File: src/rtl/hazard_unit_if.sv
// Decode/EX/ME hazard inputs and latch control outputs exchanged between the pipeline and the hazard unit.
interface hazard_unit_if;
  logic        ihit;
  logic        dhit;
  logic [31:0] instru_de;
  logic        usesRt_de;
  logic [4:0]  regDst_ex;
  logic        regWr_ex;
  logic        dREN_ex;
  logic        dREN_me;
  logic        dWEN_me;
  logic        redirect_ex;
  logic        halt_me;

  logic        pc_en;
  logic        fd_en;
  logic        fd_flush;
  logic        de_en;
  logic        de_flush;
  logic        em_en;
  logic        em_flush;
  logic        mw_en;
  logic        mw_flush;
  logic        halt;

  modport master (
    output ihit, dhit, instru_de, usesRt_de, regDst_ex, regWr_ex,
           dREN_ex, dREN_me, dWEN_me, redirect_ex, halt_me,
    input  pc_en, fd_en, fd_flush, de_en, de_flush, em_en, em_flush,
           mw_en, mw_flush, halt
  );

  modport slave (
    input  ihit, dhit, instru_de, usesRt_de, regDst_ex, regWr_ex,
           dREN_ex, dREN_me, dWEN_me, redirect_ex, halt_me,
    output pc_en, fd_en, fd_flush, de_en, de_flush, em_en, em_flush,
           mw_en, mw_flush, halt
  );
endinterface

File: src/rtl/hazard_unit.sv
// Pipeline stall/flush/PC-enable control for the 5-stage core with saturating stall/flush counters.
// Controls are same-cycle combinational; only RUN/MEM/HALT state and counters are registered.
module hazard_unit #(
  parameter int CNT_W = 32
) (
  input  logic             CLK,
  input  logic             nRST,
  hazard_unit_if.slave     hu,
  output logic [CNT_W-1:0] stall_cnt,
  output logic [CNT_W-1:0] flush_cnt
);

  typedef enum logic [1:0] {
    RUN  = 2'd0,
    MEM  = 2'd1,
    HALT = 2'd2
  } state_t;

  state_t     state;
  logic [4:0] rs;
  logic [4:0] rt;
  logic       memwait;
  logic       load_use;
  logic       stall_evt;
  logic       flush_evt;
  logic       unused_instr_bits;

  assign rs                = hu.instru_de[25:21];
  assign rt                = hu.instru_de[20:16];
  assign unused_instr_bits = ^{hu.instru_de[31:26], hu.instru_de[15:0]};

  assign memwait  = (hu.dREN_me | hu.dWEN_me) & ~hu.dhit;
  // r0 is hardwired zero, so a load targeting it never produces a dependency
  assign load_use = hu.dREN_ex & hu.regWr_ex & (hu.regDst_ex != 5'd0) &
                    ((hu.regDst_ex == rs) | (hu.usesRt_de & (hu.regDst_ex == rt)));

  always_comb begin
    hu.pc_en    = 1'b0;
    hu.fd_en    = 1'b0;
    hu.fd_flush = 1'b0;
    hu.de_en    = 1'b0;
    hu.de_flush = 1'b0;
    hu.em_en    = 1'b0;
    hu.em_flush = 1'b0;
    hu.mw_en    = 1'b0;
    hu.mw_flush = 1'b0;
    flush_evt   = 1'b0;
    if (nRST && (state != HALT)) begin
      if (memwait) begin
        hu.mw_flush = 1'b1;
      end else if (hu.redirect_ex) begin
        hu.pc_en    = 1'b1;
        hu.fd_flush = 1'b1;
        hu.de_flush = 1'b1;
        hu.em_en    = 1'b1;
        hu.mw_en    = 1'b1;
        flush_evt   = 1'b1;
      end else if (load_use) begin
        hu.de_flush = 1'b1;
        hu.em_en    = 1'b1;
        hu.mw_en    = 1'b1;
      end else if (!hu.ihit) begin
        hu.fd_flush = 1'b1;
        hu.de_en    = 1'b1;
        hu.em_en    = 1'b1;
        hu.mw_en    = 1'b1;
      end else begin
        hu.pc_en    = 1'b1;
        hu.fd_en    = 1'b1;
        hu.de_en    = 1'b1;
        hu.em_en    = 1'b1;
        hu.mw_en    = 1'b1;
      end
    end
  end

  assign hu.halt   = (state == HALT);
  assign stall_evt = nRST & (state != HALT) & ~hu.pc_en;

  always_ff @(posedge CLK or negedge nRST) begin
    if (!nRST) begin
      state     <= RUN;
      stall_cnt <= '0;
      flush_cnt <= '0;
    end else begin
      case (state)
        RUN, MEM: begin
          // a halt behind an outstanding data access waits for that access to finish
          if (hu.halt_me && !memwait) state <= HALT;
          else if (memwait)           state <= MEM;
          else                        state <= RUN;
        end
        default: state <= HALT;
      endcase
      if (stall_evt && (stall_cnt != {CNT_W{1'b1}})) stall_cnt <= stall_cnt + CNT_W'(1);
      if (flush_evt && (flush_cnt != {CNT_W{1'b1}})) flush_cnt <= flush_cnt + CNT_W'(1);
    end
  end

endmodule
File: src/flat_wrapper.sv
// flat-port wrapper written by rule: the top's interface ports become plain ports
module hazard_unit_flat 
#(
  parameter int CNT_W = 32
)
  (CLK, nRST, stall_cnt, flush_cnt, hu_ihit, hu_dhit, hu_instru_de, hu_usesRt_de, hu_regDst_ex, hu_regWr_ex, hu_dREN_ex, hu_dREN_me, hu_dWEN_me, hu_redirect_ex, hu_halt_me, hu_pc_en, hu_fd_en, hu_fd_flush, hu_de_en, hu_de_flush, hu_em_en, hu_em_flush, hu_mw_en, hu_mw_flush, hu_halt);
  hazard_unit_if hu_i ();
  input  logic CLK;
  input  logic nRST;
  output logic [CNT_W-1:0] stall_cnt;
  output logic [CNT_W-1:0] flush_cnt;
  input wire logic [$bits(hu_i.ihit)-1:0] hu_ihit;
  input wire logic [$bits(hu_i.dhit)-1:0] hu_dhit;
  input wire logic [$bits(hu_i.instru_de)-1:0] hu_instru_de;
  input wire logic [$bits(hu_i.usesRt_de)-1:0] hu_usesRt_de;
  input wire logic [$bits(hu_i.regDst_ex)-1:0] hu_regDst_ex;
  input wire logic [$bits(hu_i.regWr_ex)-1:0] hu_regWr_ex;
  input wire logic [$bits(hu_i.dREN_ex)-1:0] hu_dREN_ex;
  input wire logic [$bits(hu_i.dREN_me)-1:0] hu_dREN_me;
  input wire logic [$bits(hu_i.dWEN_me)-1:0] hu_dWEN_me;
  input wire logic [$bits(hu_i.redirect_ex)-1:0] hu_redirect_ex;
  input wire logic [$bits(hu_i.halt_me)-1:0] hu_halt_me;
  output wire logic [$bits(hu_i.pc_en)-1:0] hu_pc_en;
  output wire logic [$bits(hu_i.fd_en)-1:0] hu_fd_en;
  output wire logic [$bits(hu_i.fd_flush)-1:0] hu_fd_flush;
  output wire logic [$bits(hu_i.de_en)-1:0] hu_de_en;
  output wire logic [$bits(hu_i.de_flush)-1:0] hu_de_flush;
  output wire logic [$bits(hu_i.em_en)-1:0] hu_em_en;
  output wire logic [$bits(hu_i.em_flush)-1:0] hu_em_flush;
  output wire logic [$bits(hu_i.mw_en)-1:0] hu_mw_en;
  output wire logic [$bits(hu_i.mw_flush)-1:0] hu_mw_flush;
  output wire logic [$bits(hu_i.halt)-1:0] hu_halt;
  assign hu_i.ihit = hu_ihit;
  assign hu_i.dhit = hu_dhit;
  assign hu_i.instru_de = hu_instru_de;
  assign hu_i.usesRt_de = hu_usesRt_de;
  assign hu_i.regDst_ex = hu_regDst_ex;
  assign hu_i.regWr_ex = hu_regWr_ex;
  assign hu_i.dREN_ex = hu_dREN_ex;
  assign hu_i.dREN_me = hu_dREN_me;
  assign hu_i.dWEN_me = hu_dWEN_me;
  assign hu_i.redirect_ex = hu_redirect_ex;
  assign hu_i.halt_me = hu_halt_me;
  assign hu_pc_en = hu_i.pc_en;
  assign hu_fd_en = hu_i.fd_en;
  assign hu_fd_flush = hu_i.fd_flush;
  assign hu_de_en = hu_i.de_en;
  assign hu_de_flush = hu_i.de_flush;
  assign hu_em_en = hu_i.em_en;
  assign hu_em_flush = hu_i.em_flush;
  assign hu_mw_en = hu_i.mw_en;
  assign hu_mw_flush = hu_i.mw_flush;
  assign hu_halt = hu_i.halt;
  hazard_unit #(.CNT_W(CNT_W)) u_core (.CLK(CLK), .nRST(nRST), .hu(hu_i), .stall_cnt(stall_cnt), .flush_cnt(flush_cnt));
endmodule
File: config.mk
export PLATFORM = sky130hd
export DESIGN_NAME = hazard_unit_flat
export DESIGN_NICKNAME = d
export VERILOG_FILES = /design/src/rtl/hazard_unit_if.sv /design/src/rtl/hazard_unit.sv /design/src/flat_wrapper.sv
export SDC_FILE = /design/constraint.sdc
export NUM_CORES = 1
export LEC_CHECK = 0
export ABC_AREA = 1
export CORE_UTILIZATION = 45
export DETAILED_ROUTE_END_ITERATION = 8
export DONT_BUFFER_PORTS = 1
export PLACE_DENSITY = 0.67
export RECOVER_POWER = 25
export SKIP_CTS_REPAIR_TIMING = 1
export SLEW_MARGIN = 20
export SYNTH_ARGS = -nofsm -noshare
export SYNTH_HDL_FRONTEND = slang
export SYNTH_SLANG_ARGS = --single-unit
File: constraint.sdc
create_clock -name CLK -period 3.13 [get_ports CLK]
set_input_delay 0.4695 -clock CLK [delete_from_list [all_inputs] [get_ports CLK]]
set_output_delay 0.4695 -clock CLK [all_outputs]
set_load 0.1 [all_outputs]
==> results of run 1 <==
-- power by group through the flow --
stage,Combinational (uW),Sequential [uW],Clock (uW)
floorplan,33.2,889,0
global placement,56.0,872,0
detailed placement,57.3,872,0
CTS,57.4,856,769
global route,84.6,856,811
finish,73.8,856,740
-- layout make-up --
class                           instances  area (sq um)  area share
Sequential cell                        66          1650       0.330
Multi-Input combinational cell        432          2110       0.421
Timing Repair Buffer                   73           546       0.109
Clock inverter                          2          35.0     0.00699
Inverter                               97           364      0.0726
Clock buffer                           13           169      0.0337
Tap cell                              108           135      0.0270
-- path summary, 6_finish.rpt --
check                               startpoint                    to  slack [ps]  cells after the start
setup / recovery               u_core.state[1]           hu_fd_flush         690                      6
hold / removal                      hu_halt_me       u_core.state[1]         250                      2
setup reg to reg           u_core.flush_cnt[5]  u_core.flush_cnt[30]         880                     12
hold reg to reg                u_core.state[1]       u_core.state[0]         430                      1
max in group asynchronous                 nRST   u_core.stall_cnt[4]        1600                      1
min in group asynchronous                 nRST  u_core.flush_cnt[24]         540                      1
-- worst reg2reg max path, stage by stage (launching register included) --
cell and delay, ps:
dfrtp_1 360, buf_4 310, nand2_1 150, nor3_2 170
nand2_1 120, nor2_2 150, nand2_1 100, nand2_4 200
inv_2 210, nand2_1 200, nor2_1 50, nand2_1 50
nand2_1 50
-- stage by stage --
stage / util / setup WS, ps / hold slack, ps / total power, uW / cells
after floorplan: - / -107 / 174 / 922 / 607
after global routing: 0.564 / 566 / 239 / 1750 / 791
after global placement: 0.540 / 962 / 176 / 928 / 775
final: 0.564 / 686 / 249 / 1670 / 791
after detailed placement: 0.540 / 920 / 175 / 930 / 775
after CTS: 0.563 / 663 / -198 / 1680 / 790
-- kinds of logic (layout without fill, tap and decap cells) --
family	after synthesis	count (layout)	share of synthesized area
xor gates and xnor gates	36	36	0.0751
AOI/OAI and AO/OA	11	11	0.0140
adders and majority gates	2	2	0.00596
buffers and inverters	109	185	0.111
DFF	66	66	0.393
other	1	1	0.000893
and+or+nand+nor	382	382	0.400
-- layer usage --
metal	up-vias	routed length, um	GRT usage
met4	0	124	0.0758
met2	118	4570	0.346
met1	1765	4410	0.271
met5	-	0	0
met3	16	558	0.0482
li1	2001	-	-
-- sequential cells by signal, summed over array words and instances, names as in the netlist --
signal            cells
u_core.flush_cnt     32
u_core.state          2
u_core.stall_cnt     32
-- synthesized netlist by cell type --
master      n  area share
a21oi_1     2      0.0024
clkinv_1    1     0.00089
nor3b_1     1      0.0018
nor4_1      1      0.0015
nor2_2     11       0.016
buf_2       4      0.0048
nor2_1     55       0.049
nand2_2     2      0.0030
nor3_1     20       0.024
nand3_1    56       0.067
dfrtp_1    66        0.39
and2_1      2      0.0030
nand2_4     2      0.0054
inv_1      89       0.080
nand4_1    12       0.018
xnor2_1    15       0.031
o21ai_0     3      0.0036
buf_6       6       0.016
a31o_2      1      0.0021
nand4_2     1      0.0030
ha_1        2      0.0060
nand2_1   211        0.19
nor3_2      4      0.0095
nor2_4      1      0.0027
xor2_1     21       0.044
nand3_2     3      0.0072
conb_1      1     0.00089
o21ai_1     5      0.0060
buf_4       2      0.0036
inv_2       7      0.0063
==> impl_metrics.ini, run 1 <==
[outcome]
outcome = finished, violations left
violations = max-capacitance violations, max-slew violations

[final_layout]
num-fill-cells = 867
drive_above_1_share = 0.183
diodes = 0
area_growth_pct = 19.4
final_nets = 729
layout_common_cells = nand2_1 (211), inv_1 (89), buf_4 (72), dfrtp_1 (66), nand3_1 (56)
layout_commonest_cell = nand2_1
fin_area_sq_mm = 0.00501

[clocking]
cts_sinks = 66
clkSlewWorstSetupHoldPaths_ps = 70
cts.path.max_buffers = 2
cts_buffers = 9
cts_root_buf = clkbuf_8
cts_tree = done
htree_levels = 3
worstSkewPairLatency_ps = 340

[synthesis]
synth_area_per_cell_sq_um = 6.92
syn_nets = 657
yosysSeqAreaShare = 0.393
synth-seq-cells = 66
postSynthCellCount = 607
yosysWarnings = 0
synthDistinctLibCells = 30
synth.cell_area_sq_mm = 0.00420

[die]
ios = 122
initial_utilization = 0.472
core-area_sq_mm = 0.00889
die_height_um = 98.6
die_w_um = 98.6
fp-row-count = 34
dieArea_sq_mm = 0.00972

[power_and_ir_drop]
pwr-share-clk = 0.443
power.density_mw_per_mm2 = 333
p_seq_frac = 0.513
pwr-share-comb = 0.044
swShare = 0.223
vdd_ir_drop_max_mv = 0.159
p_leak_uw = 0.00263
p_int_uw = 1300
power.switching_uw = 372

[critical_path]
slowest_stage = a31o_2
crit_path_end_kind = output pin
worstSetupPathType = flop to output pin
critical_path.max_stage_delay_ps = 520
path_buf_inv = 2
critPathMaxFanout = 5
crit_chain = inv_1 -> o21ai_1 -> nor2_4 -> inv_1 -> nor2_2 -> a31o_2
cp_common_cell = inv_1
cpLargestDelayFamily = compound AO/OA/AOI/OAI gates
arrival_ps = 1970
cp.required_ps = 2660
worst_setup_path_start_kind = flop

[timing]
final.period_utilization = 0.781
tns_ps = 0
tightestPinTransition_ps = 1630
fin_crit_ps = 2440
fmaxAchievable_mhz = 409
rsz0062_at_grt = false
worst_clock_skew_ps = 11.9
maxSlewViolCount = 67
setup_viol = 0
slew_headroom = -0.0900
hold_viol_final = 0

[placement]
place_congestion = 0.853
placed_cell_area_sq_mm = 0.00480
dp_hpwl_um = 7200
io_buffer_count = 0

[hold_path]
min_path_type = primary input to flop

[route]
ant_nets = 0
vias = 3900
drc = 0
drtPass1Iterations = 5
routedWlPerCell_um = 12.2
wl_um = 9660
dr.first_iter.drc_count = 199
vias_per_cell = 4.93

[global_routing]
antenna_found_initial = 0
grt_usage = 0.210
grt_pass1_vias = 3680
grt_overflow = 0
grt_pass1_wl_um = 16600
grt_max_degree = 68

[run]
cap_violations = 1
Power figures use the tool's default switching activity.
==> run 2, diff against run 1 <==
--- a/config.mk
+++ b/config.mk
@@ -9,7 +9,7 @@
 export CORE_UTILIZATION = 45
 export DETAILED_ROUTE_END_ITERATION = 8
 export DONT_BUFFER_PORTS = 1
-export PLACE_DENSITY = 0.67
+export PLACE_DENSITY = 0.69
 export RECOVER_POWER = 25
 export SKIP_CTS_REPAIR_TIMING = 1
 export SLEW_MARGIN = 20
==> constraint.sdc (replaced) <==
create_clock -name CLK -period 2.19 [get_ports CLK]
set_input_delay 0.3285 -clock CLK [delete_from_list [all_inputs] [get_ports CLK]]
set_output_delay 0.3285 -clock CLK [all_outputs]
set_load 0.1 [all_outputs]
==> impl_metrics.ini, run 2 (same netlist as run 1, synthesis figures left out) <==
[die]
dieArea_sq_mm = 0.00972
ios = 122
die_height_um = 98.6
fp-row-count = 34
die_w_um = 98.6
core-area_sq_mm = 0.00889
initial_utilization = 0.472

[route]
wl_um = 9760
drc = 0
routedWlPerCell_um = 12.2
vias_per_cell = 4.97
drtPass1Iterations = 4
vias = 3979
ant_nets = 0
dr.first_iter.drc_count = 101

[power_and_ir_drop]
p_leak_uw = 0.00265
vdd_ir_drop_max_mv = 0.366
power_uw = 2330
power.density_mw_per_mm2 = 447

[timing]
worst_clock_skew_ps = 15.7
rsz0062_at_grt = false
fmaxAchievable_mhz = 493
setup_viol = 0
hold_ws_ps = 127
final.period_utilization = 0.925
slew_headroom = 0.640
maxSlewViolCount = 0
fin_crit_ps = 2030
tightestPinTransition_ps = 544
hold_viol_final = 0

[critical_path]
reg2reg_from = u_core.flush_cnt[0]
worstSetupPathType = flop to output pin
cp.required_ps = 1860
critPathMaxFanout = 4
crit_chain = inv_1 -> o21ai_2 -> nor2_4 -> inv_1 -> buf_4 -> nor3_4 -> buf_12
crit_start = u_core.state[1]
crit_path_end_kind = output pin
arrival_ps = 1700
worst_setup_path_start_kind = flop
cp_common_cell = inv_1
slowest_stage = dfrtp_1
critical_path.max_stage_delay_ps = 390

[final_layout]
final_nets = 737
layout_commonest_cell = nand2_1
drive_above_1_share = 0.224
diodes = 0
layout_common_cells = nand2_1 (211), inv_1 (89), buf_4 (73), nand3_1 (56), nor2_1 (52)
reg.largest.list = u_core.flush_cnt x32, u_core.stall_cnt x32, u_core.state x2
area_growth_pct = 24.1
fin_util = 0.586

[global_routing]
grt_usage = 0.217
antenna_found_initial = 0
grt_pass1_wl_um = 17200
grt_overflow = 0
grt_pass1_vias = 3992
grt_max_degree = 68

[clocking]
clkSlewWorstSetupHoldPaths_ps = 60
htree_levels = 3
cts_buffers = 9
cts_tree = done
cts.path.max_buffers = 2
cts_sinks = 66
cts_root_buf = clkbuf_8
worstSkewPairLatency_ps = 330

[hold_path]
hp-start = hu_halt_me
min_path_type = primary input to flop

[placement]
dp_hpwl_um = 7470
io_buffer_count = 0
place_congestion = 0.962

[run]
cap_violations = 0

[outcome]
outcome = finished clean
-- run 2: cell count changes in the layout (fill, tap and decap cells not counted), sizes merged --
cell / previous run / this run
clkbuf: 14 / 13
dlygate4sd3: 0 / 1
buf: 72 / 80
clkinv: 2 / 3
-- run 2: through the flow --
stage | setup TNS (ps) | instance area [sq um] | setup WS (ps) | instances
floorplan | -2240 | 4280 | -433 | 607
finish | 0 | 5210 | 163 | 800
global route | 0 | 5210 | 38.5 | 800
global placement | 0 | 4980 | 293 | 782
CTS | 0 | 5170 | 83.7 | 798
detailed placement | 0 | 4980 | 234 | 782
-- run 2: layer usage --
layer | track usage | routed length [um] | up-vias
met2 | 0.397 | 5000 | 95
met5 | 0 | 0 | -
met1 | 0.252 | 4150 | 1847
li1 | - | - | 2020
met3 | 0.0518 | 459 | 17
met4 | 0.0654 | 141 | 0
-- run 2: final cells by class --
class | count | area, sq um
Multi-Input combinational cell | 432 | 2140
Timing Repair Buffer | 81 | 706
Fill cell | 814 | 3680
Inverter | 97 | 364
Sequential cell | 66 | 1680
Clock buffer | 13 | 149
Tap cell | 108 | 135
Clock inverter | 3 | 40.0
-- run 2: report_power, final --
part,switching [uW],internal (uW),total (uW)
Clock,436,555,992
Sequential,2.65,1220,1220
Combinational,85.8,27.8,114
-- run 2: worst paths after layout --
check | depth (start not counted) | slack (ps) | endpoint
hold / removal | 2 | 130 | u_core.state[1]
setup / recovery | 7 | 160 | hu_fd_en
min in group asynchronous | 2 | 530 | u_core.stall_cnt[7]
hold reg to reg | 1 | 440 | u_core.state[0]
max in group asynchronous | 2 | 1350 | u_core.flush_cnt[16]
setup reg to reg | 10 | 200 | u_core.flush_cnt[30]
-- run 2: critical path, delay by kind of cell, from the launching register on --
family / cells / cell delay [ps]
DFF: 1 / 390
and+or+nand+nor: 2 / 320
AOI/OAI and AO/OA: 1 / 100
buffers and inverters: 4 / 560
==> run 3, diff against run 2 <==
--- a/config.mk
+++ b/config.mk
@@ -6,6 +6,7 @@
 export NUM_CORES = 1
 export LEC_CHECK = 0
 export ABC_AREA = 1
+export CAP_MARGIN = 20
 export CORE_UTILIZATION = 45
 export DETAILED_ROUTE_END_ITERATION = 8
 export DONT_BUFFER_PORTS = 1
==> results of run 3 <==
The final DEF is identical to that of run 2; final timing and power are the same.
